File: src/rtl/img_seq_pkg.sv
`default_nettype none
// +----------------------------------------------------------------------+
// | img_seq_pkg : shared types and helpers for the image line sequencer  |
// | Rev 1.0                                                              |
// +----------------------------------------------------------------------+
package img_seq_pkg;

  // Width of the address fields held in the shadow config.
  // Raise this if the sequencer is built with a wider ADDR_WIDTH.
  localparam int CFG_ADDR_W = 32;

  typedef enum logic [2:0] {
    IDLE  = 3'd0,
    CALC  = 3'd1,
    ISSUE = 3'd2,
    WAIT  = 3'd3,
    DONE  = 3'd4
  } seq_state_e;

  typedef struct packed {
    logic [CFG_ADDR_W-1:0] baddr;
    logic [CFG_ADDR_W-1:0] pitch;
    logic [7:0]            hsize;
    logic [7:0]            vsize;
    logic [7:0]            minx;
    logic [7:0]            miny;
  } img_cfg_t;

  function automatic logic [31:0] pix2byte(input logic [7:0] pix, input int bpp);
    return 32'(pix) * 32'(bpp);
  endfunction

endpackage
`default_nettype wire

File: src/rtl/img_seq_addr_gen.sv
`default_nettype none
// +----------------------------------------------------------------------+
// | img_seq_addr_gen : window origin address and per-line pitch stepping |
// | Rev 1.0                                                              |
// +----------------------------------------------------------------------+
module img_seq_addr_gen #(
  parameter int ADDR_WIDTH = 32,
  parameter int BPP_BYTES  = 1
) (
  input  logic                  clk,
  input  logic                  rst_n,
  input  logic                  load,
  input  logic                  step,
  input  logic [ADDR_WIDTH-1:0] baddr,
  input  logic [ADDR_WIDTH-1:0] pitch,
  input  logic [7:0]            minx,
  input  logic [7:0]            miny,
  output logic [ADDR_WIDTH-1:0] line_addr
);
  import img_seq_pkg::*;

  logic [ADDR_WIDTH-1:0] row_offset;
  logic [ADDR_WIDTH-1:0] col_offset;
  logic [ADDR_WIDTH-1:0] origin_addr;

  // All sums are modulo 2^ADDR_WIDTH so a window may wrap the address space.
  always_comb begin
    row_offset  = ADDR_WIDTH'(miny) * pitch;
    col_offset  = ADDR_WIDTH'(pix2byte(minx, BPP_BYTES));
    origin_addr = baddr + row_offset + col_offset;
  end

  always_ff @(posedge clk or negedge rst_n) begin
    if (!rst_n) begin
      line_addr <= '0;
    end else if (load) begin
      line_addr <= origin_addr;
    end else if (step) begin
      line_addr <= line_addr + pitch;
    end
  end

endmodule
`default_nettype wire

File: src/rtl/img_line_dma_sequencer.sv
`default_nettype none
// +----------------------------------------------------------------------+
// | img_line_dma_sequencer : issues one DMA line command per window row  |
// | Optional macro IMG_SEQ_PERF_CNT_EN adds a busy-cycle perf counter    |
// | Rev 1.0                                                              |
// +----------------------------------------------------------------------+
module img_line_dma_sequencer #(
  parameter int ADDR_WIDTH = 32,
  parameter int BPP_BYTES  = 1,
  parameter int LEN_WIDTH  = 16
) (
  input  logic                  clk,
  input  logic                  rst_n,
  input  logic [ADDR_WIDTH-1:0] cfg_baddr_i,
  input  logic [ADDR_WIDTH-1:0] cfg_pitch_i,
  input  logic [7:0]            cfg_hsize_i,
  input  logic [7:0]            cfg_vsize_i,
  input  logic [7:0]            cfg_minx_i,
  input  logic [7:0]            cfg_miny_i,
  input  logic                  cfg_st_i,
  output logic                  cmd_valid_o,
  input  logic                  cmd_ready_i,
  output logic [ADDR_WIDTH-1:0] cmd_addr_o,
  output logic [LEN_WIDTH-1:0]  cmd_len_o,
  input  logic                  line_done_i,
  output logic                  busy_o,
  output logic                  done_o,
  output logic [31:0]           perf_cycles_o
);
  import img_seq_pkg::*;

  seq_state_e            state;
  seq_state_e            state_next;
  img_cfg_t              shadow;
  logic                  st_q;
  logic                  start;
  logic                  empty_frame;
  logic                  last_row;
  logic                  addr_load;
  logic                  addr_step;
  logic [7:0]            row;
  logic [ADDR_WIDTH-1:0] line_addr;

  // Edges arriving outside IDLE are dropped, not remembered.
  assign start       = cfg_st_i & ~st_q & (state == IDLE);
  assign empty_frame = (shadow.hsize == 8'd0) || (shadow.vsize == 8'd0);
  assign last_row    = (row == shadow.vsize - 8'd1);
  assign addr_load   = (state == CALC);
  assign addr_step   = (state == WAIT) & line_done_i;

  always_ff @(posedge clk or negedge rst_n) begin
    if (!rst_n) begin
      st_q <= 1'b0;
    end else begin
      st_q <= cfg_st_i;
    end
  end

  always_ff @(posedge clk or negedge rst_n) begin
    if (!rst_n) begin
      shadow <= '0;
    end else if (start) begin
      shadow <= '{baddr: CFG_ADDR_W'(cfg_baddr_i),
                  pitch: CFG_ADDR_W'(cfg_pitch_i),
                  hsize: cfg_hsize_i,
                  vsize: cfg_vsize_i,
                  minx:  cfg_minx_i,
                  miny:  cfg_miny_i};
    end
  end

  always_ff @(posedge clk or negedge rst_n) begin
    if (!rst_n) begin
      row <= 8'd0;
    end else if (addr_load) begin
      row <= 8'd0;
    end else if (addr_step) begin
      row <= row + 8'd1;
    end
  end

  img_seq_addr_gen #(
    .ADDR_WIDTH (ADDR_WIDTH),
    .BPP_BYTES  (BPP_BYTES)
  ) u_addr_gen (
    .clk       (clk),
    .rst_n     (rst_n),
    .load      (addr_load),
    .step      (addr_step),
    .baddr     (ADDR_WIDTH'(shadow.baddr)),
    .pitch     (ADDR_WIDTH'(shadow.pitch)),
    .minx      (shadow.minx),
    .miny      (shadow.miny),
    .line_addr (line_addr)
  );

  always_ff @(posedge clk or negedge rst_n) begin
    if (!rst_n) begin
      state <= IDLE;
    end else begin
      state <= state_next;
    end
  end

  always_comb begin
    state_next  = state;
    cmd_valid_o = 1'b0;
    busy_o      = 1'b1;
    done_o      = 1'b0;
    case (state)
      IDLE: begin
        busy_o = 1'b0;
        if (start) state_next = CALC;
      end
      CALC: begin
        state_next = empty_frame ? DONE : ISSUE;
      end
      ISSUE: begin
        cmd_valid_o = 1'b1;
        if (cmd_ready_i) state_next = WAIT;
      end
      WAIT: begin
        if (line_done_i) state_next = last_row ? DONE : ISSUE;
      end
      DONE: begin
        done_o     = 1'b1;
        state_next = IDLE;
      end
      default: begin
        busy_o     = 1'b0;
        state_next = IDLE;
      end
    endcase
  end

  assign cmd_addr_o = line_addr;
  assign cmd_len_o  = LEN_WIDTH'(pix2byte(shadow.hsize, BPP_BYTES));

`ifdef IMG_SEQ_PERF_CNT_EN
  logic [31:0] perf_cnt;

  always_ff @(posedge clk or negedge rst_n) begin
    if (!rst_n) begin
      perf_cnt <= 32'd0;
    end else if (start) begin
      perf_cnt <= 32'd0;
    end else if (busy_o && (perf_cnt != 32'hFFFF_FFFF)) begin
      perf_cnt <= perf_cnt + 32'd1;
    end
  end

  assign perf_cycles_o = perf_cnt;
`else
  assign perf_cycles_o = 32'd0;
`endif

endmodule
`default_nettype wire

File: config.mk
export PLATFORM = sky130hd
export DESIGN_NAME = img_line_dma_sequencer
export DESIGN_NICKNAME = d
export VERILOG_FILES = /design/src/rtl/img_seq_pkg.sv /design/src/rtl/img_seq_addr_gen.sv /design/src/rtl/img_line_dma_sequencer.sv
export SDC_FILE = /design/constraint.sdc
export NUM_CORES = 1
export LEC_CHECK = 0
export CAP_MARGIN = 30
export CORE_MARGIN = 5
export CORE_UTILIZATION = 45
export CTS_CLUSTER_SIZE = 24
export DETAILED_ROUTE_END_ITERATION = 10
export GPL_TIMING_DRIVEN = 0
export PLACE_DENSITY = 0.67
export SYNTH_ARGS = -nofsm -noshare
export SYNTH_HDL_FRONTEND = slang
export SYNTH_SLANG_ARGS = --single-unit
File: constraint.sdc
create_clock -name clk -period 11.4 [get_ports clk]
set_input_delay 2.28 -clock clk [delete_from_list [all_inputs] [get_ports clk]]
set_output_delay 2.28 -clock clk [all_outputs]
set_load 0.05 [all_outputs]
==> report_table.html <==
<table>
<tr><th>Metric</th><th>Value</th></tr>
<tr><th colspan="2">Worst setup path</th></tr>
<tr><td>Slowest library cell on the worst path</td><td>clkbuf_1</td></tr>
<tr><td>Source of the worst register-to-register timing path</td><td>shadow[3]$_DFFE_PN0P_</td></tr>
<tr><td>Setup crit end kind</td><td>register</td></tr>
<tr><td>Critical path launch point type</td><td>register</td></tr>
<tr><td>FF-to-FF End</td><td>u_addr_gen.line_addr[30]$_DFFE_PN0P_</td></tr>
<tr><td>Count of buffering cells on the critical path with inverters included</td><td>5</td></tr>
<tr><td>Data arrival time of the critical path</td><td>7440 ps</td></tr>
<tr><td>Critical Path, Cell by Cell</td><td>clkbuf_1 &gt; clkbuf_1 &gt; nand2_1 &gt; fa_1 &gt; fa_1 &gt; inv_1 &gt; fa_1 &gt; fa_1 &gt; inv_1 &gt; fa_1 &gt; inv_1 &gt; ha_1 &gt; a2111o_1 &gt; or3_1 &gt; o32ai_1 &gt; o31ai_1 &gt; a31oi_1 &gt; o21ai_0 &gt; a21oi_1 &gt; xor2_1 &gt; a22oi_1</td></tr>
<tr><td>Highest cell delay on the worst timing path</td><td>610 ps</td></tr>
<tr><td>Highest fanout seen on the critical path</td><td>10</td></tr>
<tr><td>Class of the most critical setup path</td><td>reg2reg</td></tr>
<tr><td>Crit path top cell by count</td><td>fa_1</td></tr>
<tr><td>R2r setup slk</td><td>4240 ps</td></tr>
<tr><td>FF-to-FF path depth</td><td>21</td></tr>
<tr><td>Required @ worst endpoint</td><td>11680 ps</td></tr>
<tr><td>Top cell family by delay on the critical path</td><td>adder cells</td></tr>
<tr><th colspan="2">Synth</th></tr>
<tr><td>Summed instance area of the synthesized netlist</td><td>15230 um2</td></tr>
<tr><td>Post-synthesis average cell area</td><td>9.755 um2</td></tr>
<tr><td>Number of synthesized flops with an enable pin</td><td>0</td></tr>
<tr><td>Warnings from Yosys</td><td>0</td></tr>
<tr><td>Sequential element share of the synthesized area</td><td>23.01%</td></tr>
<tr><td>Number of standard cells after synthesis</td><td>1561</td></tr>
<tr><td>Fraction of synthesis flops using an asynchronous set or reset pin</td><td>100.0%</td></tr>
<tr><td>Number of distinct standard cells referenced by the synthesized netlist</td><td>63</td></tr>
<tr><td>Top flip-flop cell by instance count after synthesis</td><td>dfrtp_1</td></tr>
<tr><td>Count of state elements after synthesis</td><td>140</td></tr>
<tr><th colspan="2">CTS</th></tr>
<tr><td>Clock transition at the registers of the reported paths</td><td>70 ps</td></tr>
<tr><td>Number of buffers on the longest clock path</td><td>2</td></tr>
<tr><td>Root buf cell</td><td>clkbuf_16</td></tr>
<tr><td>Cts-stage hold buffer count</td><td>0</td></tr>
<tr><td>TritonCTS clock tree</td><td>yes</td></tr>
<tr><td>Clock latency on the worst-skew pair</td><td>440 ps</td></tr>
<tr><td>Setup fix buffers added after clock tree synthesis</td><td>0</td></tr>
<tr><td>Number of sinks handled by clock tree synthesis</td><td>140</td></tr>
<tr><td>Num CTS Buffers</td><td>17</td></tr>
<tr><td>Number of gates given a new drive strength after cts</td><td>0</td></tr>
<tr><td>Number of levels in the clock H-tree</td><td>4</td></tr>
<tr><th colspan="2">Timing</th></tr>
<tr><td>Setup TNS Final</td><td>0 ps</td></tr>
<tr><td>Actual slew at the worst max-slew pin</td><td>927.5 ps</td></tr>
<tr><td>Clock skew</td><td>12.66 ps</td></tr>
<tr><td>Remaining max-slew budget at the tightest pin</td><td>38.17%</td></tr>
<tr><td>Unrepaired setup endpoints after global routing</td><td>false</td></tr>
<tr><td>Time the worst path needs with I/O delays and setup</td><td>7159 ps</td></tr>
<tr><td>Setup-failing EPs final</td><td>0</td></tr>
<tr><td>Final Hold Violating Endpoints</td><td>0</td></tr>
<tr><td>Final slew viol count</td><td>0</td></tr>
<tr><td>Final worst path period share</td><td>62.80%</td></tr>
<tr><td>Highest clock rate</td><td>139.7 MHz</td></tr>
<tr><th colspan="2">Hold path</th></tr>
<tr><td>Worst-case hold path end point</td><td>shadow[64]$_DFFE_PN0P_</td></tr>
<tr><td>Cells on Worst Hold Path</td><td>1</td></tr>
<tr><td>Path class of the lowest-slack min-delay path</td><td>reg2reg</td></tr>
<tr><td>Min-Delay Startpoint</td><td>shadow[64]$_DFFE_PN0P_</td></tr>
<tr><th colspan="2">Placement</th></tr>
<tr><td>Port buffer count</td><td>143</td></tr>
<tr><td>DP HPWL</td><td>34430 um</td></tr>
<tr><td>Gp weighted congestion</td><td>0.9552</td></tr>
<tr><th colspan="2">Die</th></tr>
<tr><td>Die Y</td><td>194.0 um</td></tr>
<tr><td>FP Rows</td><td>67</td></tr>
<tr><td>Initial core utilization</td><td>45.52%</td></tr>
<tr><td>Floorplan die width</td><td>194.0 um</td></tr>
<tr><td>Num ports</td><td>184</td></tr>
<tr><td>Die area</td><td>37620 um2</td></tr>
<tr><td>Core area</td><td>33450 um2</td></tr>
<tr><th colspan="2">Detailed routing</th></tr>
<tr><td>Final routed wirelength across all metal layers</td><td>43820 um</td></tr>
<tr><td>WL per Instance</td><td>19.69 um</td></tr>
<tr><td>Post-detailed-route DRC marker count</td><td>0</td></tr>
<tr><td>DRT Pass-1 Iters</td><td>6</td></tr>
<tr><td>Via-per-instance ratio</td><td>5.352</td></tr>
<tr><td>Routed vias</td><td>11913</td></tr>
<tr><td>Residual antenna-violating net count after detailed routing</td><td>0</td></tr>
<tr><td>DR iter-0 viols</td><td>752</td></tr>
<tr><th colspan="2">GRT</th></tr>
<tr><td>Global router's overall resource usage</td><td>23.53%</td></tr>
<tr><td>Global-route wire length before repair</td><td>69880 um</td></tr>
<tr><td>Pin count of the biggest net entering global routing</td><td>76</td></tr>
<tr><td>Antenna violations before repair</td><td>1</td></tr>
<tr><td>Residual overflow from global routing</td><td>0</td></tr>
<tr><td>Via count of the first global-routing pass</td><td>12504</td></tr>
<tr><th colspan="2">Final layout</th></tr>
<tr><td>Share of layout cells above drive strength 1</td><td>8.671%</td></tr>
<tr><td>Leading cell types in the layout, fill and taps excluded</td><td>fa_1, nand2_1, and2_1, inv_1, clkdlybuf4s50_1</td></tr>
<tr><td>Area Overhead vs Synth</td><td>18.13%</td></tr>
<tr><td>Post-layout net count</td><td>2159</td></tr>
<tr><td>Commonest non-fill, non-tap cell in the layout</td><td>fa_1</td></tr>
<tr><th colspan="2">Flow run</th></tr>
<tr><td>Max-cap violations</td><td>0</td></tr>
<tr><th colspan="2">Run status</th></tr>
<tr><td>Result of the run</td><td>complete, no violations</td></tr>
</table>
## cells by family (layout without fill, tap and decap cells)
family,after synthesis,after routing,share of synthesized area (%)
simple gates,466,466,15.46
fa+ha+maj,294,294,33.62
compound gates,267,267,11.24
buf+inv,249,425,7.321
flops,140,140,23.01
xor+xnor,79,79,4.544
mux,65,65,4.774
other cells,1,42,0.02463
## worst max path at each step
stage,from,endpoint,depth (start not counted)
after floorplan,shadow[3]$_DFFE_PN0P_,u_addr_gen.line_addr[30]$_DFFE_PN0P_,21
after global placement,rst_n,shadow[57]$_DFFE_PN0P_,1
after detailed placement,shadow[0]$_DFFE_PN0P_,u_addr_gen.line_addr[30]$_DFFE_PN0P_,20
after CTS,shadow[0]$_DFFE_PN0P_,u_addr_gen.line_addr[30]$_DFFE_PN0P_,20
after global routing,shadow[3]$_DFFE_PN0P_,u_addr_gen.line_addr[30]$_DFFE_PN0P_,21
final,shadow[3]$_DFFE_PN0P_,u_addr_gen.line_addr[30]$_DFFE_PN0P_,21
## worst reg2reg max path, stage by stage, from the launching register on
cell and delay [ps]:
dfrtp_1 360, clkbuf_1 510, clkbuf_1 610, nand2_1 170
fa_1 520, fa_1 550, inv_1 50, fa_1 460
fa_1 500, inv_1 50, fa_1 480, inv_1 50
ha_1 230, a2111o_1 410, or3_1 320, o32ai_1 240
o31ai_1 270, a31oi_1 480, o21ai_0 170, a21oi_1 200
xor2_1 250, a22oi_1 130
## registers in the layout (all words and copies together) (netlist names)
register and cells:
state 3, shadow 96, st_q 1, row 8, u_addr_gen.line_addr 32
## cell type report
type | instances | area, um2
fillers | 3081 | 15460
multi-input cells | 1211 | 10760
flip-flops and latches | 140 | 3503
repair buffers | 145 | 1475
plain buffers | 103 | 566.8
well taps | 448 | 560.5
inverters | 146 | 548.0
clock buffers | 19 | 432.9
clock inverters | 12 | 141.4
diodes | 2 | 5.005
## synth_stat cells (19+ instances only)
cell type,count,area (um2)
o21ai_0,77,385.4
nor2_1,51,191.4
a21oi_1,72,360.4
fa_1,192,3844
nand2_1,162,608.1
a21o_1,27,202.7
mux2_2,61,686.9
and2_1,154,963.4
nand3_1,19,95.09
xor2_1,29,254.0
xnor2_1,50,437.9
clkbuf_1,51,191.4
buf_4,48,360.4
ha_1,102,1276
dfrtp_1,140,3503
inv_1,146,548.0
## stage by stage
| stage | hold slack (ps) | utilization (%) | area [um2] | setup slack [ps] | std cells |
|---|---|---|---|---|---|
| after global routing | 535.6 | 53.76 | 17980 | 3906 | 2224 |
| after global placement | 504.7 | 51.92 | 17370 | 2185 | 2191 |
| after detailed placement | 507.5 | 52.00 | 17390 | 4250 | 2192 |
| after CTS | 522.7 | 53.72 | 17970 | 4207 | 2223 |
| after floorplan | 487.5 | - | 15370 | 5888 | 1600 |
| final | 520.6 | 53.78 | 17990 | 4241 | 2226 |
## metal layers
layer | vias up | GRT usage, % | wire length [um]
met3 | 52 | 4.622 | 2480
li1 | 5474 | - | -
met5 | - | 0 | 0
met1 | 6064 | 31.26 | 18910
met2 | 323 | 39.99 | 21480
met4 | 0 | 5.755 | 942
Power is left out: the tool's default activity adds up to more than one toggle a clock period on the data nets, which glitch-free logic cannot reach.
